$ cat src/rtl/rca_bist_ctrl_if.sv
// Bus between the adder BIST controller and the cells/selector it exercises.
// slave = controller side, master = cell array / environment side.
interface rca_bist_ctrl_if;
  logic       start;
  logic [3:0] sum_obs;
  logic [3:0] cout_obs;
  logic [3:0] a_t;
  logic [3:0] b_t;
  logic [3:0] cin_t;
  logic       test;
  logic [7:0] comp;
  logic       busy;
  logic       done;
  logic       pass;
  logic [3:0] fault_mask;
  logic       multi_fault;
  logic [3:0] err_count;

  modport slave (
    input  start, sum_obs, cout_obs,
    output a_t, b_t, cin_t, test, comp, busy, done, pass,
           fault_mask, multi_fault, err_count
  );

  modport master (
    output start, sum_obs, cout_obs,
    input  a_t, b_t, cin_t, test, comp, busy, done, pass,
           fault_mask, multi_fault, err_count
  );
endinterface

$ cat src/rtl/rca_bist_ctrl.sv
// Exhaustive 8-vector self-test of four full-adder cells: broadcasts each vector,
// compares cell outputs to golden sum/carry and accumulates per-cell fault flags.
module rca_bist_ctrl #(
  parameter int unsigned SETTLE = 1
) (
  input  logic           clk,
  input  logic           init,
  rca_bist_ctrl_if.slave bus
);

  localparam logic [3:0] SETTLE_W = 4'(SETTLE);

  typedef enum logic [2:0] {IDLE, APPLY, WAIT, CHECK, FLUSH, DONE} state_t;

  state_t     state_q, state_d;
  logic [2:0] v_q, v_d;
  logic [3:0] cnt_q, cnt_d;
  logic       run_start;

  logic       test_q, a_q, b_q, c_q;
  logic [7:0] comp_q;
  logic       done_q, pass_q, multi_q;
  logic [3:0] fm_q, ec_q;

  logic       gs, gc;
  logic [7:0] comp_c;
  logic       test_d, vec_on_d;

  // Golden full-adder response for the current vector
  assign gs     = v_q[2] ^ v_q[1] ^ v_q[0];
  assign gc     = (v_q[2] & v_q[1]) | (v_q[2] & v_q[0]) | (v_q[1] & v_q[0]);
  assign comp_c = {bus.cout_obs ^ {4{gc}}, bus.sum_obs ^ {4{gs}}};

  always_comb begin
    state_d   = state_q;
    v_d       = v_q;
    cnt_d     = cnt_q;
    run_start = 1'b0;
    case (state_q)
      IDLE, DONE: begin
        if (bus.start) begin
          state_d   = APPLY;
          v_d       = 3'd0;
          run_start = 1'b1;
        end
      end
      APPLY: begin
        cnt_d   = SETTLE_W - 4'd1;
        state_d = (SETTLE_W == 4'd0) ? CHECK : WAIT;
      end
      WAIT: begin
        if (cnt_q == 4'd0) state_d = CHECK;
        else               cnt_d   = cnt_q - 4'd1;
      end
      CHECK: begin
        if (v_q == 3'd7) begin
          state_d = FLUSH;
        end else begin
          state_d = APPLY;
          v_d     = v_q + 3'd1;
        end
      end
      FLUSH:   state_d = DONE;
      default: state_d = IDLE;
    endcase
  end

  // Registered state-decoded outputs are computed from the next state
  assign test_d   = (state_d == APPLY) || (state_d == WAIT) ||
                    (state_d == CHECK) || (state_d == FLUSH);
  assign vec_on_d = (state_d == APPLY) || (state_d == WAIT) || (state_d == CHECK);

  always_ff @(posedge clk or posedge init) begin
    if (init) begin
      state_q <= IDLE;
      v_q     <= 3'd0;
      cnt_q   <= 4'd0;
      test_q  <= 1'b0;
      a_q     <= 1'b0;
      b_q     <= 1'b0;
      c_q     <= 1'b0;
      comp_q  <= 8'd0;
      done_q  <= 1'b0;
      pass_q  <= 1'b0;
      multi_q <= 1'b0;
      fm_q    <= 4'd0;
      ec_q    <= 4'd0;
    end else begin
      state_q <= state_d;
      v_q     <= v_d;
      cnt_q   <= cnt_d;
      test_q  <= test_d;
      a_q     <= vec_on_d & v_d[2];
      b_q     <= vec_on_d & v_d[1];
      c_q     <= vec_on_d & v_d[0];
      comp_q  <= (state_q == CHECK) ? comp_c : 8'd0;
      if (run_start) begin
        fm_q    <= 4'd0;
        ec_q    <= 4'd0;
        done_q  <= 1'b0;
        pass_q  <= 1'b0;
        multi_q <= 1'b0;
      end else if (state_q == CHECK) begin
        fm_q <= fm_q | comp_c[3:0] | comp_c[7:4];
        if ((comp_c != 8'd0) && (ec_q != 4'd15)) ec_q <= ec_q + 4'd1;
      end else if (state_q == FLUSH) begin
        done_q  <= 1'b1;
        pass_q  <= (fm_q == 4'd0);
        // more than one bit set <=> clearing the lowest set bit leaves something
        multi_q <= ((fm_q & (fm_q - 4'd1)) != 4'd0);
      end
    end
  end

  assign bus.a_t         = {4{a_q}};
  assign bus.b_t         = {4{b_q}};
  assign bus.cin_t       = {4{c_q}};
  assign bus.test        = test_q;
  assign bus.busy        = test_q;
  assign bus.comp        = comp_q;
  assign bus.done        = done_q;
  assign bus.pass        = pass_q;
  assign bus.fault_mask  = fm_q;
  assign bus.multi_fault = multi_q;
  assign bus.err_count   = ec_q;

endmodule

$ cat src/flat_wrapper.sv
// flat-port wrapper written by rule: the top's interface ports become plain ports
module rca_bist_ctrl_flat 
#(
  parameter int unsigned SETTLE = 1
)
  (clk, init, bus_start, bus_sum_obs, bus_cout_obs, bus_a_t, bus_b_t, bus_cin_t, bus_test, bus_comp, bus_busy, bus_done, bus_pass, bus_fault_mask, bus_multi_fault, bus_err_count);
  rca_bist_ctrl_if bus_i ();
  input  logic clk;
  input  logic init;
  input wire logic [$bits(bus_i.start)-1:0] bus_start;
  input wire logic [$bits(bus_i.sum_obs)-1:0] bus_sum_obs;
  input wire logic [$bits(bus_i.cout_obs)-1:0] bus_cout_obs;
  output wire logic [$bits(bus_i.a_t)-1:0] bus_a_t;
  output wire logic [$bits(bus_i.b_t)-1:0] bus_b_t;
  output wire logic [$bits(bus_i.cin_t)-1:0] bus_cin_t;
  output wire logic [$bits(bus_i.test)-1:0] bus_test;
  output wire logic [$bits(bus_i.comp)-1:0] bus_comp;
  output wire logic [$bits(bus_i.busy)-1:0] bus_busy;
  output wire logic [$bits(bus_i.done)-1:0] bus_done;
  output wire logic [$bits(bus_i.pass)-1:0] bus_pass;
  output wire logic [$bits(bus_i.fault_mask)-1:0] bus_fault_mask;
  output wire logic [$bits(bus_i.multi_fault)-1:0] bus_multi_fault;
  output wire logic [$bits(bus_i.err_count)-1:0] bus_err_count;
  assign bus_i.start = bus_start;
  assign bus_i.sum_obs = bus_sum_obs;
  assign bus_i.cout_obs = bus_cout_obs;
  assign bus_a_t = bus_i.a_t;
  assign bus_b_t = bus_i.b_t;
  assign bus_cin_t = bus_i.cin_t;
  assign bus_test = bus_i.test;
  assign bus_comp = bus_i.comp;
  assign bus_busy = bus_i.busy;
  assign bus_done = bus_i.done;
  assign bus_pass = bus_i.pass;
  assign bus_fault_mask = bus_i.fault_mask;
  assign bus_multi_fault = bus_i.multi_fault;
  assign bus_err_count = bus_i.err_count;
  rca_bist_ctrl #(.SETTLE(SETTLE)) u_core (.clk(clk), .init(init), .bus(bus_i));
endmodule
$ cat config.mk
export PLATFORM = sky130hd
export DESIGN_NAME = rca_bist_ctrl_flat
export DESIGN_NICKNAME = d
export VERILOG_FILES = /design/src/rtl/rca_bist_ctrl_if.sv /design/src/rtl/rca_bist_ctrl.sv /design/src/flat_wrapper.sv
export SDC_FILE = /design/constraint.sdc
export NUM_CORES = 1
export LEC_CHECK = 0
export CAP_MARGIN = 20
export CORE_MARGIN = 2
export CORE_UTILIZATION = 44
export DETAILED_ROUTE_END_ITERATION = 7
export PLACE_DENSITY = 0.76
export SYNTH_ARGS = -nofsm -noshare
export SYNTH_HDL_FRONTEND = slang
export SYNTH_SLANG_ARGS = --single-unit
$ cat constraint.sdc
create_clock -name clk -period 1.8 [get_ports clk]
set_input_delay 0.36 -clock clk [delete_from_list [all_inputs] [get_ports clk]]
set_output_delay 0.36 -clock clk [all_outputs]
set_load 0.1 [all_outputs]
==> impl_metrics.env <==
export IMPL_yosysWarnings=0
export IMPL_syn_area_um2=1720
export IMPL_drt_pass1_iterations=4
export IMPL_worst_setup_path_end_kind="register"
export IMPL_yosysUniqueCellTypes=38
export IMPL_synth_fp_nets=185
export IMPL_start_util=0.463
export IMPL_worst_ep_arrival_time_ps=2140
export IMPL_hold_class="input port to async pin"
export IMPL_clk_latency_ps=290
export IMPL_drv_slew=0
export IMPL_cts_sinks=33
export IMPL_cts_root_buf="clkbuf_8"
export IMPL_crit_fanout=5
export IMPL_postRouteAntennaNets=0
export IMPL_nets=227
export IMPL_cts_buffer_depth=2
export IMPL_regToRegSetupSlack_ps=-150
export IMPL_ys_flop_type="dfrtp_1"
export IMPL_failed_checks="negative setup slack"
export IMPL_wl_per_cell_um=16.1
export IMPL_hold_viol=0
export IMPL_hpwl_um=3040
export IMPL_worstSetupPathType="register to register"
export IMPL_grt_pass1_wl_um=6600
export IMPL_synth_edf_count=0
export IMPL_yosys_area_top_type="dfrtp_1"
export IMPL_critPathSlowestCell="fa_2"
export IMPL_cts_tree="built"
export IMPL_cp_startpoint="u_core.v_q[0]$_DFF_PP0_"
export IMPL_clock_skew_ps=7.07
export IMPL_viasPerCell=5.26
export IMPL_htreeDepth=2
export IMPL_synth_area_top_cells="dfrtp_1 (48%), buf_4 (6.1%), xnor2_1 (5.1%)"
export IMPL_wl_met2_um=2170
export IMPL_cts_made_buffers=5
export IMPL_grt_use_total=0.203
export IMPL_vias=1367
export IMPL_drt_initial_drc_count=65
export IMPL_clk_pin_slew_worst_paths_ps=70
export IMPL_fin_ws_ps=-145
export IMPL_drt_met1_wl_um=1660
export IMPL_post_place_ws_ps=-104
export IMPL_die_height_um=66.6
export IMPL_path_buf_inv=0
export IMPL_synthCells=169
export IMPL_rsz0062_at_grt="yes"
export IMPL_antenna_cells=0
export IMPL_required_ps=2000
export IMPL_placedCellCount=250
export IMPL_r2r_start="u_core.v_q[0]$_DFF_PP0_"
export IMPL_finalSetupViolCount=6
export IMPL_holdWs_ps=468
export IMPL_wl_met3_um=240
export IMPL_die_w_um=66.6
export IMPL_drive_above_1_share=0.335
export IMPL_yosysTopAreaCellShare=0.480
export IMPL_drc_errors=0
export IMPL_design_area_um2=2640
export IMPL_portBuffers=43
export IMPL_start_kind="register"
export IMPL_max_stage_delay_ps=570
export IMPL_syn_avg_cell_area_um2=10.2
export IMPL_synth_yosys_seq_area_share=0.480
export IMPL_worstRegToRegCells=5
export IMPL_fill_cells=246
export IMPL_holdBufCountCts=0
export IMPL_synthArstFlopShare=1.00
export IMPL_die_area_um2=4430
export IMPL_status="complete, but fails checks"
export IMPL_finalNonFillerCells=260
export IMPL_fp_coreArea_um2=3720
export IMPL_antenna_found_initial=0
export IMPL_area_growth_pct=53.3
export IMPL_tightest_slew_ps=459
export IMPL_post_route_period_util=1.08
export IMPL_grt_pass1_vias=1425
export IMPL_relSlewSlack=0.692
export IMPL_maxCapViolCount=0
export IMPL_crit_chain="fa_2 -> nor4_2 -> nor2_4 -> o21ai_4 -> mux2i_1"
export IMPL_clock_fmax_ghz=0.514
export IMPL_ys_ff_latch=33
export IMPL_crit_reg2reg_capture="u_core.bus.err_count[0]$_DFFE_PP0P_"
export IMPL_finalWirelength_um=4200
export IMPL_dpl_cell_area_um2=2480
export IMPL_ios=44
export IMPL_finalCriticalPeriod_ps=1950
export IMPL_top_layer_used="met4"
export IMPL_row_count=22
export IMPL_cp_top_family="adder cells"
export IMPL_gp_congestion=0.863
export IMPL_grt_max_degree=34
export IMPL_cp_depth=5
export IMPL_grt_overflow=0
## worst max path at each step
stage | endpoint | slack, ps
after CTS | u_core.bus.err_count[0]$_DFFE_PP0P_ | -60
after floorplan | u_core.bus.err_count[0]$_DFFE_PP0P_ | 4
final | u_core.bus.err_count[0]$_DFFE_PP0P_ | -150
after global routing | u_core.bus.err_count[3]$_DFFE_PP0P_ | -250
after global placement | u_core.bus.err_count[1]$_DFFE_PP0P_ | -6
after detailed placement | u_core.bus.err_count[0]$_DFFE_PP0P_ | -100
## cell usage in the layout (no fill, tap or decap), types with 2 or more instances in the layout
cell type / synthesis / routed
dfrtp_1: 33 / 31
o21ai_0: 7 / 7
nand2_1: 14 / 14
a21oi_1: 6 / 6
nor4_2: 0 / 2
nor2_1: 20 / 20
xnor2_1: 10 / 9
nand3b_1: 3 / 3
buf_12: 0 / 33
dfrtp_2: 0 / 2
mux2i_1: 4 / 4
nor3_2: 0 / 3
o211ai_2: 2 / 2
nand2b_1: 2 / 2
clkdlybuf4s50_1: 0 / 10
nand3_1: 8 / 8
buf_4: 14 / 11
xor2_1: 2 / 2
inv_1: 6 / 6
clkbuf_8: 0 / 7
ha_1: 4 / 4
nor3_1: 7 / 4
## layout make-up
cell class                 count  area (um2)  area share
timing repair buffer          54         843       0.320
clock buffer                   7        96.3      0.0365
multi-input combinational    111         783       0.297
clock inverter                 1        5.00     0.00190
sequential                    33         828       0.314
inverter                       6        22.5     0.00853
tap                           48        60.1      0.0228
## worst min-delay path, delay by kind of cell
family   cells  cell delay [ps]
buf+inv      3              810
## stage by stage
step / utilization / setup TNS [ps]
after global routing: 0.710 / -1260
after floorplan: - / 0
after detailed placement: 0.667 / -245
after CTS: 0.695 / -111
final: 0.710 / -606
after global placement: 0.667 / -12.3
## cells in the mapped netlist, types with 2 or more instances
cell and n:
and4_1 2, xor2_1 2, mux2i_1 4, o211ai_2 2, buf_6 2, buf_4 14
nand2_1 14, buf_2 3, o21ai_0 7, dfrtp_1 33, nor3_1 7, nand3b_1 3
inv_1 6, a21oi_1 6, ha_1 4, xnor2_1 10, nor4_1 2, nand3_1 8
nand2b_1 2, nor2_1 20
## timing repair
| item | in CTS | in global routing |
|---|---|---|
| endpoints found under the setup margin | 5 | 7 |
| pin swaps | 3 | 1 |
| buffers inserted | 0 | 2 |
| resized for setup | 1 | 8 |
## state kept, by name, summed over array words and instances, names as in the netlist
register,cells
u_core.bus.comp,8
u_core.bus.err_count,4
u_core.bus.fault_mask,4
u_core.cnt_q,4
u_core.state_q,3
u_core.v_q,3
u_core.a_q,1
u_core.b_q,1
u_core.bus.busy,1
u_core.bus.done,1
u_core.bus.multi_fault,1
u_core.bus.pass,1
u_core.c_q,1
## per-layer routing
| metal | global-route usage | vias to the layer above |
|---|---|---|
| li1 | - | 644 |
| met1 | 0.228 | 666 |
| met2 | 0.341 | 45 |
| met3 | 0.0676 | 12 |
| met4 | 0.105 | 0 |
| met5 | 0 | - |
## kinds of logic after synthesis
logic type	count (synthesis)	share of synthesized area
buffers and inverters	25	0.0959
muxes	4	0.0233
xor gates and xnor gates	12	0.0610
DFF	33	0.480
AOI/OAI and AO/OA	22	0.0894
adders and majority gates	6	0.0465
and+or+nand+nor	67	0.204
Power is not shown: default switching activity piles up to over one toggle a cycle in this logic, so the estimate is an artifact.
